==> src/rtl/seq_detect_ctrl.sv <==
// seq_detect_ctrl: programmable serial pattern detector with run control.
// Detects a 1..MAX_LEN bit pattern on a valid-qualified serial stream,
// with optional overlap. It counts matches and stops in DONE when a
// non-zero target count is reached.
// Ports:
//   clk, rst        clock, synchronous active-low reset
//   cfg_*           config handshake (accepted in IDLE/DONE only)
//   start, abort    run control
//   x, x_valid      serial bit and its qualifier
//   y               registered one-cycle match pulse
//   busy, done      RUN / DONE state flags
//   match_count     matches in the current or last run (saturating)
module seq_detect_ctrl #(
  parameter int MAX_LEN = 8,
  parameter int CNT_W   = 8
) (
  input  logic                      clk,
  input  logic                      rst,
  input  logic                      cfg_valid,
  output logic                      cfg_ready,
  input  logic [MAX_LEN-1:0]        cfg_pattern,
  input  logic [$clog2(MAX_LEN):0]  cfg_len,
  input  logic                      cfg_overlap,
  input  logic [CNT_W-1:0]          cfg_target,
  input  logic                      start,
  input  logic                      abort,
  input  logic                      x,
  input  logic                      x_valid,
  output logic                      y,
  output logic                      busy,
  output logic                      done,
  output logic [CNT_W-1:0]          match_count
);

  localparam int LW = $clog2(MAX_LEN) + 1;

  typedef enum logic [1:0] {IDLE, RUN, DONE} state_t;

  state_t             state_q, state_d;
  logic [MAX_LEN-1:0] pat_q;
  logic [LW-1:0]      len_q;
  logic               ovl_q;
  logic [CNT_W-1:0]   tgt_q;
  logic [MAX_LEN-1:0] hist_q;
  logic [LW-1:0]      fill_q;
  logic               y_q;
  logic [CNT_W-1:0]   cnt_q;

  logic               cfg_take;
  logic [LW-1:0]      len_in;
  logic [MAX_LEN-1:0] mask;
  logic [MAX_LEN-1:0] hist_d;
  logic [LW-1:0]      fill_inc;
  logic               match;
  logic [CNT_W-1:0]   cnt_inc;
  logic               tgt_hit;

  assign cfg_take = cfg_valid && (state_q != RUN);

  // Out-of-range lengths are clamped into 1..MAX_LEN on acceptance.
  always_comb begin
    len_in = cfg_len;
    if (cfg_len == '0)
      len_in = LW'(1);
    else if (cfg_len > LW'(MAX_LEN))
      len_in = LW'(MAX_LEN);
  end

  // Next-state logic, including the match evaluation on the shifted history.
  always_comb begin
    mask = '0;
    for (int unsigned i = 0; i < MAX_LEN; i++)
      mask[i] = (i < 32'(len_q));
    hist_d   = {hist_q[MAX_LEN-2:0], x};
    fill_inc = (fill_q == len_q) ? len_q : fill_q + LW'(1);
    match    = (fill_inc == len_q) && ((hist_d & mask) == (pat_q & mask));
    cnt_inc  = (cnt_q == '1) ? cnt_q : cnt_q + CNT_W'(1);
    tgt_hit  = match && (tgt_q != '0) && (cnt_inc == tgt_q);

    state_d = state_q;
    unique case (state_q)
      IDLE: if (start && !abort) state_d = RUN;
      RUN: begin
        if (abort)                   state_d = IDLE;
        else if (x_valid && tgt_hit) state_d = DONE;
      end
      DONE: begin
        if (abort)      state_d = IDLE;
        else if (start) state_d = RUN;
      end
      default: state_d = IDLE;
    endcase
  end

  always_ff @(posedge clk) begin
    if (!rst) state_q <= IDLE;
    else      state_q <= state_d;
  end

  always_ff @(posedge clk) begin
    if (!rst) begin
      pat_q  <= MAX_LEN'(7);
      len_q  <= LW'(3);
      ovl_q  <= 1'b1;
      tgt_q  <= '0;
      hist_q <= '0;
      fill_q <= '0;
      y_q    <= 1'b0;
      cnt_q  <= '0;
    end else begin
      if (cfg_take) begin
        pat_q <= cfg_pattern;
        len_q <= len_in;
        ovl_q <= cfg_overlap;
        tgt_q <= cfg_target;
      end
      // y is a one-cycle pulse; only a match below re-asserts it.
      y_q <= 1'b0;
      if (state_q != RUN) begin
        if (start && !abort) begin
          hist_q <= '0;
          fill_q <= '0;
          cnt_q  <= '0;
        end
      end else if (!abort && x_valid) begin
        hist_q <= hist_d;
        // Non-overlap restarts the fill so the next match needs len fresh bits.
        fill_q <= (match && !ovl_q) ? '0 : fill_inc;
        if (match) begin
          y_q   <= 1'b1;
          cnt_q <= cnt_inc;
        end
      end
    end
  end

  always_comb begin
    busy      = (state_q == RUN);
    done      = (state_q == DONE);
    cfg_ready = (state_q != RUN);
  end

  assign y           = y_q;
  assign match_count = cnt_q;

endmodule

==> config.mk <==
export PLATFORM = sky130hd
export DESIGN_NAME = seq_detect_ctrl
export DESIGN_NICKNAME = d
export VERILOG_FILES = /design/src/rtl/seq_detect_ctrl.sv
export SDC_FILE = /design/constraint.sdc
export NUM_CORES = 1
export LEC_CHECK = 0
export BUFFER_PORTS_ARGS = -buffer_cell sky130_fd_sc_hd__buf_2
export CAP_MARGIN = 20
export CORE_AREA = 5 5 76 78
export CTS_CLUSTER_SIZE = 20
export DETAILED_ROUTE_END_ITERATION = 10
export DIE_AREA = 0 0 81 83
export GPL_TIMING_DRIVEN = 0
export MAX_ROUTING_LAYER = met4
export PLACE_DENSITY = 0.8
export SKIP_CTS_REPAIR_TIMING = 1
export SLEW_MARGIN = 20
export SYNTH_ARGS = -nofsm -noshare
export SYNTH_HDL_FRONTEND = slang
export SYNTH_SLANG_ARGS = --single-unit
==> constraint.sdc <==
create_clock -name clk -period 2.2 [get_ports clk]
set_clock_uncertainty 0.05 [all_clocks]
set_input_delay 0.11 -clock clk [delete_from_list [all_inputs] [get_ports clk]]
set_output_delay 0.11 -clock clk [all_outputs]
set_load 0.1 [all_outputs]
==> results of run 1 <==
cells by family after synthesis:
group / after synthesis / synth area share [%]
mux: 5 / 2.04
simple gates: 121 / 25.1
xor+xnor: 22 / 7.85
fa+ha+maj: 2 / 1.02
compound gates: 77 / 24.5
flops: 43 / 35.1
buf+inv: 24 / 4.44
sequential cells by signal (all words and copies together), names as in the netlist:
register     flops
state_q          2
match_count      8
ovl_q            1
fill_q           4
y                1
hist_q           7
len_q            4
pat_q            8
tgt_q            8
per-stage QoR:
| stage | std cells | total power [mW] |
|---|---|---|
| 6_report | 418 | 1.64 |
| 5_1_grt | 418 | 1.71 |
| 2_1_floorplan | 294 | 0.997 |
| 3_5_place_dp | 402 | 1.07 |
| 4_1_cts | 410 | 1.63 |
| 3_3_place_gp | 402 | 1.06 |
routing by layer:
layer	vias up	track usage [%]	part of all wire, %	wire length, µm
li1	1161	-	-	-
met4	0	8.14	1.9	113
met5	-	-	0	0
met1	1048	24.0	46	2720
met2	53	27.9	48	2830
met3	10	3.46	4.8	286
layout make-up:
type | count | area share (%)
flip-flops and latches | 43 | 29.0
clock buffers | 8 | 3.32
plain buffers | 14 | 2.99
multi-input cells | 227 | 51.3
repair buffers | 51 | 9.75
well taps | 70 | 2.87
inverters | 5 | 0.737
where the power goes:
| group | internal, mW | total, mW | switching (mW) |
|---|---|---|---|
| Sequential | 0.801 | 0.834 | 0.0329 |
| Clock | 0.294 | 0.576 | 0.281 |
| Combinational | 0.100 | 0.234 | 0.134 |
| Total | 1.20 | 1.64 | 0.448 |
final timing paths:
path / from / end / slack (ps)
max: len_q[1]$_SDFFE_PN1P_ / match_count[7]$_SDFFE_PN0P_ / -250
min reg2reg: pat_q[4]$_SDFFE_PN0P_ / pat_q[4]$_SDFFE_PN0P_ / 430
min: cfg_len[3] / len_q[0]$_SDFFE_PN1P_ / -3
max reg2reg: len_q[1]$_SDFFE_PN1P_ / match_count[7]$_SDFFE_PN0P_ / -250
synth_stat cells (7+ instances only):
cell type                  instances
sky130_fd_sc_hd__nor2b_1          10
sky130_fd_sc_hd__xnor2_1          10
sky130_fd_sc_hd__a22oi_1           8
sky130_fd_sc_hd__nand2_1          53
sky130_fd_sc_hd__clkbuf_1         14
sky130_fd_sc_hd__xor2_1           12
sky130_fd_sc_hd__nor2_1           10
sky130_fd_sc_hd__a21oi_1          10
sky130_fd_sc_hd__dfxtp_1          43
sky130_fd_sc_hd__a21boi_0         16
sky130_fd_sc_hd__o211ai_1          7
==> impl_summary.md, run 1 <==
Placement
Detailed placement ended at an HPWL of roughly 4300 µm. The count of buffers from port buffering is 38. The worst slack at placement is -379 ps.

The post-placement cell area is 0.00280 mm². The placer congestion estimate is 0.891.

Clock tree
Clock-pin slew was measured on the worst setup and hold paths at 90 ps. The H-tree was split into 2 levels. The clock passes through at most 2 buffers.

The root buffer cell chosen for the clock tree is sky130_fd_sc_hd__clkbuf_8. The sink count of the clock tree is 43. The number of buffers created by CTS is 5. TritonCTS built the clock tree. The later pin in the worst-skew pair is clocked with a latency of 300 ps.

Yosys
Synthesis produced a netlist with a net count of approximately 320. After synthesis, the cell types taking the most area are sky130_fd_sc_hd__dfxtp_1 (35%), sky130_fd_sc_hd__nand2_1 (8.1%), sky130_fd_sc_hd__a21boi_0 (4.9%), sky130_fd_sc_hd__xor2_1 (4.3%), sky130_fd_sc_hd__xnor2_1 (3.6%). In the synthesized netlist the dominant register cell turns out to be sky130_fd_sc_hd__dfxtp_1.

The synthesized design spends more area on one cell type than any other, namely sky130_fd_sc_hd__dfxtp_1. After synthesis, the mean cell area works out to around 8.3 µm². The summed instance area of the synthesized netlist is roughly 0.0025 mm².

The synthesis warning total is 0. The count of cell types in the netlist is between 50 and 60. The number of standard cells after synthesis is between 200 and 300. The top-area cell type share of the netlist area is 35.1%. The number of flip-flops and latches in the synthesized netlist is 43. Sequential cells were found to cover 35.1% of the synthesized design area. The count of flip-flops with a built-in enable after synthesis is 0. Of all flip-flops after synthesis, the portion carrying an async set or reset was 0%.

Worst setup path
On the critical path, the stage with the largest delay is an instance of sky130_fd_sc_hd__or4b_4. The worst setup path is of the reg -> reg kind. The path depth of the worst reg2reg path is 7.

In this design, the critical path's most frequently occurring cell is sky130_fd_sc_hd__a2111oi_4. Walking the worst path, the cells encountered are or4b_4 -> a2111oi_4 -> o21ai_2 -> a2111oi_4 -> buf_4 -> and4_2 -> nor3_1. The critical path runs through a total of 7 cells. The kind of end point of the critical path is a flip-flop.

The maximum net fanout on the critical path is 7. The cell family with the largest share of critical-path delay is compound AO/OA/AOI/OAI gates. Counting both buffers and inverters, the worst setup path holds a total of 1. The required time reported for the critical path endpoint is ~2300 ps. On the worst path, the slowest cell contributes a delay of roughly 550 ps. The worst setup path is launched from a flip-flop. Data on the critical path arrives at its endpoint at 2570 ps.

Timing
Setup total negative slack on the finished layout was measured at -1980 ps. On the final layout, the worst hold slack is -3.10 ps. The transition time of the tightest slew-check pin is 777 ps. Setup repair after global routing could not meet its margin everywhere. The max-slew violation total from the final report came to 0. Setup violations remaining at the end of the flow were counted as 12. The final-report hold violation count was 1. The maximum clock frequency is 408 MHz. The setup slack of the critical path after layout is -252 ps. The final critical path takes up 111% of the cycle. The worst slew margin relative to its limit is 47.9%. The worst path in the final design needs a cycle of around 2500 ps, including I/O delays and setup.

Layout
The top cell types in the final layout, fill and taps aside, are sky130_fd_sc_hd__nand2_1 (51), sky130_fd_sc_hd__buf_2 (39), sky130_fd_sc_hd__dfxtp_1 (31). After routing the design area is 0.00305 mm². The filler cell count is between 400 and 500. The library cell used most frequently in the layout, excluding fill and tap cells, is sky130_fd_sc_hd__nand2_1.

Cells fill approximately 60% of the core in the end. The post-layout net count is about 380. The synthesis-to-layout area growth is 24.5%. The area taken by flip-flops and latches is 886 µm².

Cells with a size suffix above 1 make up 27.6% of the layout. The multi-input gate area in the final layout is 0.00157 mm². The number of antenna diodes in the final layout is 0.

Hold path
The worst hold path cell count is 2. The type of the tightest min-delay check is in -> reg.

Floorplanning
The overall die area is between 0.006 and 0.007 mm². The initial core utilization is 49.0%. The die is 83 µm tall.

The number of placement rows is 26. The floorplan core area is 0.00501 mm². In this run the count of I/O pins placed on the die edge is 40.

The die boundary width is between 80 and 90 µm.

Drt
For this run, design rule violations remaining after detail routing come to 0. The violation count after the first detailed-routing iteration is 107. The number of routed nets with antenna violations is 0. After detailed routing, the average wire length per cell comes to 14.2 µm. The number of detailed-routing iterations run before antenna repair is 4. Summing over every cut layer, the via total after detailed routing is 2272. The via-per-instance ratio is approximately 5.4. The total detailed-routing wirelength is 5950 µm.

GRT
The number of antenna violations at the first check in global routing is 0. The global-route wire length before repair is between 9000 and 10000 µm. The largest net degree at the start of global routing is 14. The number of global-route vias before repair is ~2100. Global routing consumed, over all layers together, 18.5% of the routing resources. After global routing the overflow that remains totals 0.

Pwr
Dividing total power by cell area gives a power density of roughly 540 mW/mm². The standby leakage power is 1.19 nW. The worst-case IR drop observed on VDD is approximately 0.36 mV.

Run
The max-capacitance violation count is 0.

Run status
The run finished, with violations left. The final reports fail on negative hold slack, negative setup slack.
(Power assumes the default switching activity.)
==> run 2, diff against run 1 <==
CELL_PAD_IN_SITES_DETAIL_PLACEMENT = 0   (was not set)
CELL_PAD_IN_SITES_GLOBAL_PLACEMENT = 1   (was not set)
CORE_AREA = 5 5 87 89   (was 5 5 76 78)
DIE_AREA = 0 0 92 94   (was 0 0 81 83)
==> run 2 against run 1 <==
- the run ends with negative setup slack left
- sequential share of layout area down 0.68 points
- count of clock-buffer cells in the layout is 3 lower
- flip-flop and latch count is the same
- critical endpoint is now fill_q[2]$_SDFFE_PN0P_
- final cell count up 2.9%
- combinational power increased by 3%
- non-clock buffer count is 2 higher
- critical path type unchanged
- die area grew 29%
- fmax rose by 0.27%
- wire length grew 2.7%
- largest cell class unchanged
- largest power group unchanged
- clock power is 8.0% lower
==> impl_summary.md, run 2 (synthesized netlist as in run 1, its figures left out) <==
Run status
The run finished, with violations left. The final reports fail on negative setup slack.

Drt
The routed wirelength normalized by instance count came to 14.2 µm (-0.19%). The number of routed nets with antenna violations is 0 (unchanged). The number of detailed-routing iterations run before antenna repair is 4 (unchanged). The total number of vias came to 2257 (-0.66%). The violation count after the first detailed-routing iteration is 106 (-0.93%). The remaining routing DRC violations is 0 (unchanged).

The total detailed-routing wirelength is 6110 µm (+2.7%). The via-per-instance ratio is 5.25 (-3.4%).

GRT
The sum of overflow across all layers after global routing is 0 (unchanged). The number of global-route vias before repair came to 2043 (-4.4%). The number of antenna violations at the first check in global routing is 0 (unchanged). The global-route wire length before repair came to 10000 µm (+2.1%).

The largest net degree at the start of global routing is 16 (+2). The global-route usage over all layers is 14.7% (-3.9 points).

Pwr
The total chip power was 1.60 mW (-2.4%). The areal power density over the cells is 513 mW/mm² (-4.7%). The peak supply drop came to 0.290 mV (-19%). The standby leakage power is 1.21 nW (+1.4%).

Worst setup path
The maximum net fanout on the critical path is 6 (-1). The minimum setup slack among reg-to-reg paths came to -250 ps (about the same). The signal arrival time at the worst endpoint came to 2590 ps (+20 ps). The kind of end point of the critical path is a flip-flop. The required time reported for the critical path endpoint came to 2340 ps (+30 ps). The launching element type of the critical path is a flip-flop. The type of the setup path with the least slack is reg -> reg.

Clock tree
The worst-case clock buffer depth is 2 (unchanged). The maximum level of the CTS H-tree was 2 (unchanged). The clock transition at the register clock pins on the worst setup and hold paths after CTS is 90 ps (about the same). The sink count of the clock tree is 43 (unchanged). The clock latency reported for the late side of the worst-skew pair was 290 ps (about the same).

The cell sitting at the root of the clock tree is a sky130_fd_sc_hd__clkbuf_8. TritonCTS built the clock tree. The number of buffers created by CTS is 5 (unchanged).

Timing
The final critical path time including I/O delays and setup is 2450 ps (-6.63 ps). The worst slew margin relative to its limit is 51.2% (+3.4 points). The aggregate negative setup slack is -2150 ps (-172 ps). The worst slack on hold paths is 5.70 ps (+8.80 ps). The setup slack of the critical path after layout is -245 ps (+6.63 ps). The share of the clock period used by the worst path came to 111% (-0.30 points). The max-slew violation total from the final report is 0 (unchanged). The maximum clock frequency was 409 MHz (+0.27%). The count of final setup violators is 12 (unchanged).

Setup repair after global routing could not meet its margin everywhere. The transition time of the tightest slew-check pin was 726 ps (-50.2 ps). The final-report hold violation count is 0 (-1).

Floorplanning
The initial core utilization is 36.7% (-12 points). The overall die area was 0.00865 mm² (+29%). The floorplan core area was 0.00668 mm² (+33%). The die boundary width is 92 µm (+14%). The number of top-level design ports is 40 (unchanged).

The number of placement rows was 30 (+15%). The die extent in y is 94 µm (+13%).

Placement
The post-placement cell area was 0.00282 mm² (+0.45%). The count of buffers from port buffering is 38 (unchanged). The worst slack at placement is -419 ps (-40.5 ps). The post-DP HPWL is 4540 µm (+5.0%).

The placer congestion estimate came to 0.884 (-0.79%). The total placed cells including tap cells is 412 (+2.5%).

Hold path
The path class of the tightest hold or removal check is in -> reg.

Layout
In the layout the commonest cells are sky130_fd_sc_hd__nand2_1 (50), sky130_fd_sc_hd__buf_2 (39), sky130_fd_sc_hd__dfxtp_1 (31). The post-layout net count is 379 (+0.53%). Leaving out fill and tap cells, the most frequent cell in the layout is sky130_fd_sc_hd__nand2_1. The cell area after layout was 0.00313 mm² (+2.4%). The synthesis-to-layout area growth is 27.5%. The post-route non-filler standard cell count is 430 (+2.9%). The utilization of the core after routing came to 46.8% (-14 points). The share of layout cells above drive strength 1 is 30.0% (+2.4 points).

The final antenna diode count is 0 (unchanged).

Run
The max-capacitance violation count came to 0 (unchanged).
run 2: changes by cell type in the layout (fill, tap and decap cells not counted), moves of 2 or more:
cell,previous run,this run
sky130_fd_sc_hd__a2111oi_2,3,1
sky130_fd_sc_hd__a2111oi_4,2,4
sky130_fd_sc_hd__buf_4,9,11
sky130_fd_sc_hd__clkbuf_1,11,9
sky130_fd_sc_hd__clkinvlp_4,1,3
sky130_fd_sc_hd__o21ai_0,5,3
sky130_fd_sc_hd__o21ai_1,1,3
run 2: critical path: stages (launching register included):
cell,delay [ps]
sky130_fd_sc_hd__dfxtp_4,380
sky130_fd_sc_hd__or4b_4,550
sky130_fd_sc_hd__a2111oi_4,370
sky130_fd_sc_hd__o21ai_2,130
sky130_fd_sc_hd__a2111oi_4,370
sky130_fd_sc_hd__buf_6,190
sky130_fd_sc_hd__buf_4,110
sky130_fd_sc_hd__a211oi_1,50
sky130_fd_sc_hd__o21bai_1,140
run 2: routing by layer:
metal / wire length [µm] / up-vias / track usage (%)
met2: 2760 / 41 / 22.1
met4: 48 / 0 / 3.96
met5: 0 / - / -
li1: - / 1169 / -
met3: 198 / 2 / 2.72
met1: 3100 / 1045 / 20.1
run 2: path summary, 6_finish.rpt:
| kind | startpoint | endpoint | depth (start not counted) |
|---|---|---|---|
| max | len_q[1]$_SDFFE_PN1P_ | fill_q[2]$_SDFFE_PN0P_ | 8 |
| min | cfg_len[3] | len_q[0]$_SDFFE_PN1P_ | 2 |
| max reg2reg | len_q[1]$_SDFFE_PN1P_ | fill_q[2]$_SDFFE_PN0P_ | 8 |
| min reg2reg | pat_q[4]$_SDFFE_PN0P_ | pat_q[4]$_SDFFE_PN0P_ | 2 |
run 2: layout make-up:
class	instances	area, µm²
flip-flops and latches	43	886
repair buffers	54	324
well taps	80	100
plain buffers	13	80.1
multi-input cells	227	1620
clock inverters	3	23.8
inverters	5	22.5
fillers	709	3550
clock buffers	5	68.8
run 2: where the power goes:
| part | switching [mW] | leakage [nW] | total [mW] | internal [mW] |
|---|---|---|---|---|
| Clock | 0.302 | 0.0408 | 0.530 | 0.228 |
| Combinational | 0.138 | 0.813 | 0.241 | 0.103 |
| Sequential | 0.0324 | 0.356 | 0.834 | 0.801 |
| Total | 0.473 | 1.21 | 1.60 | 1.13 |
